File: config.mk
export PLATFORM = sky130hd
export DESIGN_NAME = mux16_rr_arbiter
export DESIGN_NICKNAME = d
export VERILOG_FILES = /design/src/rtl/mux16_rr_arbiter_pkg.sv /design/src/rtl/rr_pick16.sv /design/src/rtl/mux16_rr_arbiter.sv
export SDC_FILE = /design/constraint.sdc
export NUM_CORES = 1
export LEC_CHECK = 0
export ABC_CLOCK_PERIOD_IN_PS = 4700
export CORE_ASPECT_RATIO = 1.4
export CORE_MARGIN = 3
export CORE_UTILIZATION = 54
export CTS_BUF_LIST = sky130_fd_sc_hd__clkbuf_8
export DETAILED_ROUTE_END_ITERATION = 6
export GPL_TIMING_DRIVEN = 0
export PLACE_DENSITY = 0.76
export SLEW_MARGIN = 0
export SYNTH_ARGS = -nofsm -noshare
export SYNTH_HDL_FRONTEND = slang
export SYNTH_HIERARCHICAL = 1
export SYNTH_SLANG_ARGS = --single-unit
File: constraint.sdc
create_clock -name i_clk -period 4.7 [get_ports i_clk]
set_input_delay 0.47 -clock i_clk [delete_from_list [all_inputs] [get_ports i_clk]]
set_output_delay 0.47 -clock i_clk [all_outputs]
set_load 0.01 [all_outputs]
File: src/rtl/mux16_rr_arbiter_pkg.sv
// Shared constants and state encoding for the 16-way round-robin mux-select arbiter.
package mux16_rr_arbiter_pkg;

  localparam int unsigned N_REQ = 16;
  localparam int unsigned SEL_W = 4;

  localparam logic [7:0] MAX_HOLD_DEF = 8'd16;

  typedef enum logic {
    ST_IDLE = 1'b0,
    ST_BUSY = 1'b1
  } state_e;

endpackage

File: src/rtl/rr_pick16.sv
// Combinational round-robin picker: lowest set request at or after i_ptr, wrapping 15 -> 0.
module rr_pick16
  import mux16_rr_arbiter_pkg::*;
(
  input  logic [N_REQ-1:0] i_req,
  input  logic [SEL_W-1:0] i_ptr,
  output logic             o_any,
  output logic [SEL_W-1:0] o_idx
);

  logic [N_REQ-1:0] w_rot;
  logic [SEL_W-1:0] w_off;

  always_comb begin
    // Rotate right by ptr so that requester ptr lands on bit 0.
    w_rot = N_REQ'({i_req, i_req} >> i_ptr);
    w_off = '0;
    for (int i = N_REQ - 1; i >= 0; i--) begin
      if (w_rot[i]) begin
        w_off = SEL_W'(i);
      end
    end
    o_any = |i_req;
    o_idx = w_off + i_ptr;
  end

endmodule

File: src/rtl/mux16_rr_arbiter.sv
// Round-robin arbiter driving the select of a 16:1 mux; select is held for the whole grant
// and one idle cycle separates consecutive owners.
module mux16_rr_arbiter
  import mux16_rr_arbiter_pkg::*;
#(
  parameter logic [7:0] MAX_HOLD = MAX_HOLD_DEF
) (
  input  logic             i_clk,
  input  logic             i_rst,
  input  logic [N_REQ-1:0] i_req,
  input  logic             i_done,
  output logic [SEL_W-1:0] o_sel,
  output logic [N_REQ-1:0] o_grant,
  output logic             o_valid,
  output logic             o_timeout
);

  state_e           r_state, w_state_n;
  logic [SEL_W-1:0] r_ptr, w_ptr_n;
  logic [7:0]       r_hold_cnt, w_hold_cnt_n;
  logic [SEL_W-1:0] r_sel, w_sel_n;
  logic [N_REQ-1:0] r_grant, w_grant_n;
  logic             r_valid, w_valid_n;
  logic             r_timeout, w_timeout_n;

  logic             w_any;
  logic [SEL_W-1:0] w_idx;
  logic             w_owner_req;
  logic             w_hold_hit;
  logic             w_release;

  rr_pick16 u_pick (
    .i_req (i_req),
    .i_ptr (r_ptr),
    .o_any (w_any),
    .o_idx (w_idx)
  );

  assign w_owner_req = i_req[r_sel];
  assign w_hold_hit  = (MAX_HOLD != 8'd0) && (r_hold_cnt == MAX_HOLD - 8'd1);
  assign w_release   = !w_owner_req || i_done || w_hold_hit;

  always_comb begin
    w_state_n    = r_state;
    w_ptr_n      = r_ptr;
    w_hold_cnt_n = r_hold_cnt;
    w_sel_n      = r_sel;
    w_grant_n    = r_grant;
    w_valid_n    = r_valid;
    w_timeout_n  = 1'b0;
    unique case (r_state)
      ST_IDLE: begin
        w_grant_n = '0;
        w_valid_n = 1'b0;
        if (w_any) begin
          w_sel_n          = w_idx;
          w_grant_n[w_idx] = 1'b1;
          w_valid_n        = 1'b1;
          w_hold_cnt_n     = 8'd0;
          w_state_n        = ST_BUSY;
        end
      end
      ST_BUSY: begin
        if (w_release) begin
          w_grant_n = '0;
          w_valid_n = 1'b0;
          w_ptr_n   = r_sel + SEL_W'(1);
          w_state_n = ST_IDLE;
          // Flag a timeout only when the hold limit was the sole cause.
          w_timeout_n = w_owner_req && !i_done;
        end else if (r_hold_cnt != 8'hFF) begin
          w_hold_cnt_n = r_hold_cnt + 8'd1;
        end
      end
      default: w_state_n = ST_IDLE;
    endcase
  end

  always_ff @(posedge i_clk) begin
    if (i_rst) begin
      r_state    <= ST_IDLE;
      r_ptr      <= '0;
      r_hold_cnt <= 8'd0;
      r_sel      <= '0;
      r_grant    <= '0;
      r_valid    <= 1'b0;
      r_timeout  <= 1'b0;
    end else begin
      r_state    <= w_state_n;
      r_ptr      <= w_ptr_n;
      r_hold_cnt <= w_hold_cnt_n;
      r_sel      <= w_sel_n;
      r_grant    <= w_grant_n;
      r_valid    <= w_valid_n;
      r_timeout  <= w_timeout_n;
    end
  end

  assign o_sel     = r_sel;
  assign o_grant   = r_grant;
  assign o_valid   = r_valid;
  assign o_timeout = r_timeout;

endmodule

Word-level counts from Yosys, hierarchy flattened
Cells that the tools add are included.
{"block": "op_classes", "shifts": 1, "n_bitwise": 2, "n_eq_ne": 6, "div_mod_pow": 0, "mux": 32, "n_addsub": 3, "n_reduce_logical": 11, "n_lt_le_gt_ge": 3, "mul": 0}
{"cell": "two-way mux 4 bit", "n": 16}
{"cell": "two-way mux 16 bit", "n": 2}
{"cell": "case mux 16 bit (2 select lines)", "n": 1}
{"cell": ">> shifter 32 x 4 -> 16 bit", "n": 1}
{"cell": "two-way mux 8 bit", "n": 3}
{"cell": "case mux 8 bit (2 select lines)", "n": 1}
{"cell": "OR reduction 16 bit", "n": 1}
{"cell": "< comparator 4 x 5 -> 1 bit, second input constant", "n": 2}
{"cell": "adder 8 x 1 -> 8 bit, second input constant", "n": 1}
{"cell": "== test 8 x 4 -> 1 bit, second input constant", "n": 1}
{"cell": "inequality test 8 bit, second input constant", "n": 1}
{"cell": "inequality test 2 x 1 -> 1 bit, second input constant", "n": 3}
{"cell": "two-way mux 1 bit", "n": 5}
{"cell": "adder 4 x 1 -> 4 bit, second input constant", "n": 1}
{"cell": "adder 4 bit", "n": 1}
{"cell": "binary-select mux 1 bit (select 4 bit)", "n": 1}
{"cell": "demux 1 bit (select 4 bit)", "n": 1}
{"cell": "greater-or-equal comparator 4 x 1 -> 1 bit, second input constant", "n": 1}
{"cell": "case mux 1 bit (2 select lines)", "n": 2}
{"cell": "AND reduction 2 bit", "n": 2}
{"cell": "AND reduction 3 bit", "n": 1}
{"cell": "OR reduction 3 bit", "n": 1}
{"cell": "logical AND 1 bit", "n": 2}
{"cell": "zero test 1 bit", "n": 2}
{"cell": "3 further kinds", "n": 5}
{"block": "word_totals", "latch_bits": 0, "wordCells": 65, "ramBits": 0, "output_inout_bits": 22, "register_bits": 35, "n_memories": 0, "romBits": 0, "inputBits": 19}

Longest topological paths before layout
{"block": "logic_depth", "depth_word": 24, "ltp_mapped": 15, "mapped_depth_nobuf": 13}

Modules after synthesis
Netlist, hierarchy kept.
{"module": "mux16_rr_arbiter", "cells_each": 175, "instances": 1, "area_each_um2": 1667.8, "seq_area_each_um2": 700.7}
{"module": "rr_pick16", "cells_each": 99, "instances": 1, "area_each_um2": 1181.1, "seq_area_each_um2": 0.0}

Worst setup path after synthesis
OpenSTA, ideal clock, no wires.
{"block": "synth_timing", "path_type": "flip-flop to flip-flop", "startpoint": "register r_ptr[2]", "endpoint": "register r_grant[4], in the netlist o_grant[4]", "t_arrival_ns": 3.999, "n_path_buf": 2, "t_required_ns": 4.639, "setup_time_ns": 0.061, "period_less_slack_ns": 4.060, "slack_ns": 0.640, "stages_incl_launch_ff": 16, "cell_sequence": "dfxtp_1 buf_2 clkbuf_1 mux4_1 mux4_2 or2_4 nor2_1 o21ai_1 a31oi_1 ha_1 a21o_1 a21oi_1 xnor2_1 xnor2_1 nor4b_1 a32o_1"}
{"block": "synth_via", "elab_chain_cells": 24, "word_cells_on_any_way": 25, "cone_classes": "1 x add/sub; 2 x order compare; 1 x shift; 20 x mux; 1 x reduce/logical"}
{"item": "start: declaration", "line": "mux16_rr_arbiter.sv:19", "text": "logic [SEL_W-1:0] r_ptr, w_ptr_n;"}
{"item": "start signal: assignment", "line": "mux16_rr_arbiter.sv:90", "text": "r_ptr <= w_ptr_n;"}
{"item": ">> shifter 32 x 4 -> 16 bit", "line": "rr_pick16.sv:16", "text": "w_rot = N_REQ'({i_req, i_req} >> i_ptr);"}
{"item": "two-way mux 4 bit (16 in series)", "line": "rr_pick16.sv:19", "text": "if (w_rot[i]) begin"}
{"item": "adder 4 bit *", "line": "rr_pick16.sv:24", "text": "o_idx = w_off + i_ptr;"}
{"item": "named net w_idx[3]", "line": "mux16_rr_arbiter.sv:27", "text": "logic [SEL_W-1:0] w_idx;"}
{"item": "< comparator 4 x 5 -> 1 bit (not written as such) / greater-or-equal comparator 4 x 1 -> 1 bit (equally long branches)", "line": "mux16_rr_arbiter.sv:57", "text": "w_grant_n[w_idx] = 1'b1;"}
{"item": "logical AND 1 bit (not written as such)", "line": "mux16_rr_arbiter.sv:57"}
{"item": "two-way mux 1 bit (not written as such)", "line": "mux16_rr_arbiter.sv:57"}
{"item": "demux 1 bit (select 4 bit) *", "line": "mux16_rr_arbiter.sv:57"}
{"item": "two-way mux 16 bit *", "line": "mux16_rr_arbiter.sv:55", "text": "if (w_any) begin"}
{"item": "case mux 16 bit (2 select lines) *", "line": "mux16_rr_arbiter.sv:51", "text": "unique case (r_state)"}
{"item": "end signal: assignment", "line": "mux16_rr_arbiter.sv:93", "text": "r_grant <= w_grant_n;"}
{"item": "end: declaration", "line": "mux16_rr_arbiter.sv:22", "text": "logic [N_REQ-1:0] r_grant, w_grant_n;"}
Mark *: on every way through the listed nets, which the timed path passes. The rest lies on a longest branch.
A chain may end at the register's enable or synchronous reset.

Final worst setup path
{"block": "layout_timing", "startpoint": "input i_req[1]", "endpoint": "register r_grant[6], in the netlist o_grant[6]"}
{"block": "layout_via", "elab_chain_cells": 24, "word_cells_on_any_way": 32, "cone_classes": "1 x add/sub; 2 x order compare; 1 x eq/ne; 1 x shift; 22 x mux; 5 x reduce/logical"}
{"item": "start: declaration", "line": "mux16_rr_arbiter.sv:10", "text": "input logic [N_REQ-1:0] i_req,"}
{"item": ">> shifter 32 x 4 -> 16 bit *", "line": "rr_pick16.sv:16"}
{"item": "two-way mux 4 bit (15 in series)", "line": "rr_pick16.sv:19"}
{"item": "two-way mux 4 bit *", "line": "rr_pick16.sv:19"}
{"item": "adder 4 bit *", "line": "rr_pick16.sv:24"}
{"item": "named net w_idx[3]", "line": "mux16_rr_arbiter.sv:27"}
{"item": "< comparator 4 x 5 -> 1 bit (not written as such) / greater-or-equal comparator 4 x 1 -> 1 bit (equally long branches)", "line": "mux16_rr_arbiter.sv:57"}
{"item": "logical AND 1 bit (not written as such)", "line": "mux16_rr_arbiter.sv:57"}
{"item": "two-way mux 1 bit (not written as such)", "line": "mux16_rr_arbiter.sv:57"}
{"item": "demux 1 bit (select 4 bit) *", "line": "mux16_rr_arbiter.sv:57"}
{"item": "two-way mux 16 bit *", "line": "mux16_rr_arbiter.sv:55"}
{"item": "case mux 16 bit (2 select lines) *", "line": "mux16_rr_arbiter.sv:51"}
Mark *: on every way through the listed nets, which the timed path passes. The rest lies on a longest branch. The select of a mux whose other input is x is not followed.

==> results.py <==
metrics = {
    "yosys": {
        "async_flop_share_pct": 0,
        "syn_inst": 274,
        "yosys.area_share.simple_pct": 18.8,
        "synthFlopType": "dfxtp_1",
        "synth.avg_cell_area_sq_um": 10.4,
        "synth-seq-area-share_pct": 24.6,
        "synth.distinct_cells": 59,
        "synth_compound_area_share_pct": 16.2,
        "ys_ff_latch": 35,
        "synth_mux_area_share_pct": 31.1,
        "syn_area_sq_um": 2850,
        "ys_warn_count": 6,
        "synth-edff-count": 0,
        "synth_xor_area_share_pct": 1.54,
        "synthAdderAreaFrac_pct": 2.90,
        "syn_nets": 299,
        "synth_top_family_by_area": "multiplexers",
    },
    "clock_network": {
        "cts_max_level": 2,
        "postCtsSetupBuffers": 0,
        "cts_buffers": 5,
        "cts_tree": "yes",
        "cts.clk_slew.worst_paths_ps": 80,
        "clock_sinks": 35,
        "cts_root_buf": "clkbuf_8",
        "cts.path.max_buffers": 2,
        "clk_latency_ps": 290,
    },
    "die": {
        "dieArea_sq_um": 6200,
        "start_util_pct": 57.5,
        "core_area_sq_um": 4950,
        "die-width_um": 67.4,
        "pin_count": 41,
        "rows": 30,
        "die_y_um": 91.9,
    },
    "detailed_routing": {
        "initialDrtViolationCount": 256,
        "drc": 0,
        "routed_wirelength_um": 7010,
        "via_count": 2472,
        "avgViaCountPerCell": 6.42,
        "antenna_left": 0,
        "firstDrtPassIters": 4,
        "avgRoutedWirePerCell_um": 18.2,
    },
    "place": {
        "dpl.hpwl_um": 5280,
        "place_congestion": 0.831,
        "io_buffers": 39,
        "post_dp_cell_area_sq_um": 3320,
    },
    "power_and_ir_drop": {
        "ir_drop_uv": 245,
        "switching_share_pct": 36.8,
        "power.share.clock_pct": 22.2,
        "finalPower_w": 0.000995,
        "power_density_nw_per_um2": 290,
        "seq_power_share_pct": 33.8,
        "internal_power_w": 0.000629,
        "comb_power_share_pct": 44.1,
        "p_leak_nw": 1.25,
        "switchingPower_w": 0.000366,
    },
    "layout": {
        "drive_above_1_share_pct": 15.9,
        "layout.nets": 345,
        "fillers": 420,
        "antennaDiodeCount": 0,
        "final_core_util_pct": 69.2,
        "seq_area_sq_um": 701,
        "multi_input_area_sq_um": 2030,
        "syn_to_final_growth_pct": 20.3,
        "final_area_sq_um": 3430,
    },
    "timing": {
        "fin_tns_setup_ps": 0,
        "final.period_utilization_pct": 95.2,
        "min_period_ps": 4470,
        "rsz0062_at_grt": "false",
        "fin_skew_ps": 5.19,
        "whs_ps": 474,
        "clock.fmax_ghz": 0.223,
        "drv_slew": 0,
        "relSlewSlack_pct": 57.1,
        "worst_pin_slew_ps": 644,
        "finalSetupViolations": 0,
        "hold_violations": 0,
    },
    "worst_hold_path": {
        "hold_start": "o_grant[4]",
        "worstHoldPathType": "reg2reg",
        "holdPathStages": 1,
        "holdPathEnd": "o_grant[4]",
    },
    "setup_path": {
        "r2r_start": "r_ptr[1]",
        "required_ps": 4940,
        "reg2reg_depth": 15,
        "worst_r2r_endpoint": "o_grant[6]",
        "crit_type": "in2reg",
        "critical_path.startpoint_type": "input pin",
        "end_kind": "flop",
        "r2r_slack_ps": 300,
        "cp.arrival_ps": 4720,
        "cp_max_fo": 6,
    },
    "global_route": {
        "grt_pass1_wl_um": 11500,
        "gr-total-overflow": 0,
        "grt_pass1_vias": 2465,
        "grt_use_total_pct": 24.0,
        "antenna_found_initial": 0,
        "grt_max_degree": 13,
    },
    "run": {
        "max-cap-violations": 0,
    },
    "status": {
        "outcome": "finished, final reports clean",
    },
}
==> worst max-delay path: stages <==
cell	delay (ps)
clkdlybuf4s50_1	550
mux4_1	660
mux4_2	540
or2_4	290
nor2_1	100
o21ai_1	60
a31oi_1	300
ha_1	300
a21o_1	180
a21oi_1	180
xnor2_1	190
xnor2_2	170
nor4b_2	480
a32o_1	220
==> kinds of logic after synthesis <==
kind of cell	Yosys count
AND/OR/NAND/NOR	95
AO/OA/AOI/OAI	58
multiplexers	53
flip-flops	35
buffers and inverters	22
adder cells (fa/ha/maj)	6
XOR/XNOR	5
==> sequential cells by signal, summed over array words and instances (netlist names) <==
register,cells
o_grant,16
r_ptr,4
o_sel,4
r_hold_cnt,8
o_valid,1
o_timeout,1
r_state,1
==> worst max-delay path by stage <==
stage                 endpoint  slack, ps     start
floorplan           o_grant[4]        640  r_ptr[2]
global placement    o_grant[6]       -140  i_req[1]
detailed placement  o_grant[5]       -220  i_req[1]
CTS                 o_grant[9]        120  r_ptr[2]
global route        o_grant[6]         30  i_req[1]
finish              o_grant[6]        230  i_req[1]
==> power groups by stage <==
stage,Clock (W),Sequential [W],Combinational (W)
detailed placement,0,0.000343,0.000433
global route,0.000237,0.000339,0.000479
global placement,0,0.000343,0.000423
finish,0.000221,0.000336,0.000438
CTS,0.000227,0.000336,0.000438
floorplan,0,0.000344,0.000307
==> routing by layer <==
metal / GRT usage (%) / vias to the layer above / wire [um]
met2: 42.7 / 56 / 3900
met1: 27.2 / 1224 / 2700
li1: - / 1177 / -
met3: 3.92 / 15 / 239
met4: 10.3 / 0 / 166
met5: 0 / - / 0
==> repair_timing <==
action,4_1_cts,5_1_grt
setup endpoints to repair,4,16
hold buffers,0,0
resized for setup,2,3
==> synthesized netlist by cell type (3+ instances only) <==
cell	count	area, sq um
nor2_1	13	48.8
a22o_1	14	123
nor4_1	6	37.5
mux2_1	6	67.6
ha_1	5	62.6
mux2_2	8	90.1
a21oi_1	12	60.1
xnor2_1	3	26.3
nand2_1	20	75.1
o22ai_1	3	18.8
a32o_1	5	50.1
mux4_2	14	315
nand2b_1	7	43.8
dfxtp_1	35	701
o21ai_0	3	15.0
a22oi_1	3	22.5
mux2i_1	15	150
nor2b_1	6	37.5
nand3_1	15	75.1
mux4_1	10	263
inv_1	6	22.5
nor3_1	7	35.0
buf_6	5	56.3
clkbuf_1	8	30.0
==> per-stage QoR <==
step	setup slack [ps]	cells
after floorplan	640	274
after global placement	-135	377
after detailed placement	-217	377
after CTS	122	385
after global routing	29.7	385
final	225	385
==> layout by cell type (no fill, tap or decap), types with 3 or more instances in the layout <==
cell / instances
mux2_2: 8
nand2b_1: 7
mux2_1: 6
mux2i_1: 15
ha_1: 5
o21ai_0: 3
inv_1: 6
o22ai_1: 3
buf_6: 5
mux4_1: 10
nor3_1: 7
clkbuf_1: 7
a22oi_1: 3
nor4_1: 6
a32o_1: 5
a22o_1: 14
nand3_1: 15
nor2_1: 13
mux4_2: 14
nand2_1: 20
a21oi_1: 12
clkbuf_8: 5
nor2b_1: 6
dfxtp_1: 35
clkdlybuf4s50_1: 39
==> cell type report <==
type / count / share of cell area [%]
timing repair buffer: 39 / 11.4
sequential: 35 / 20.4
inverter: 7 / 0.766
clock inverter: 3 / 0.584
buffer: 15 / 3.28
clock buffer: 5 / 2.01
tap: 64 / 2.34
multi-input combinational: 217 / 59.2
No activity file was read; power rests on OpenSTA's default activity.
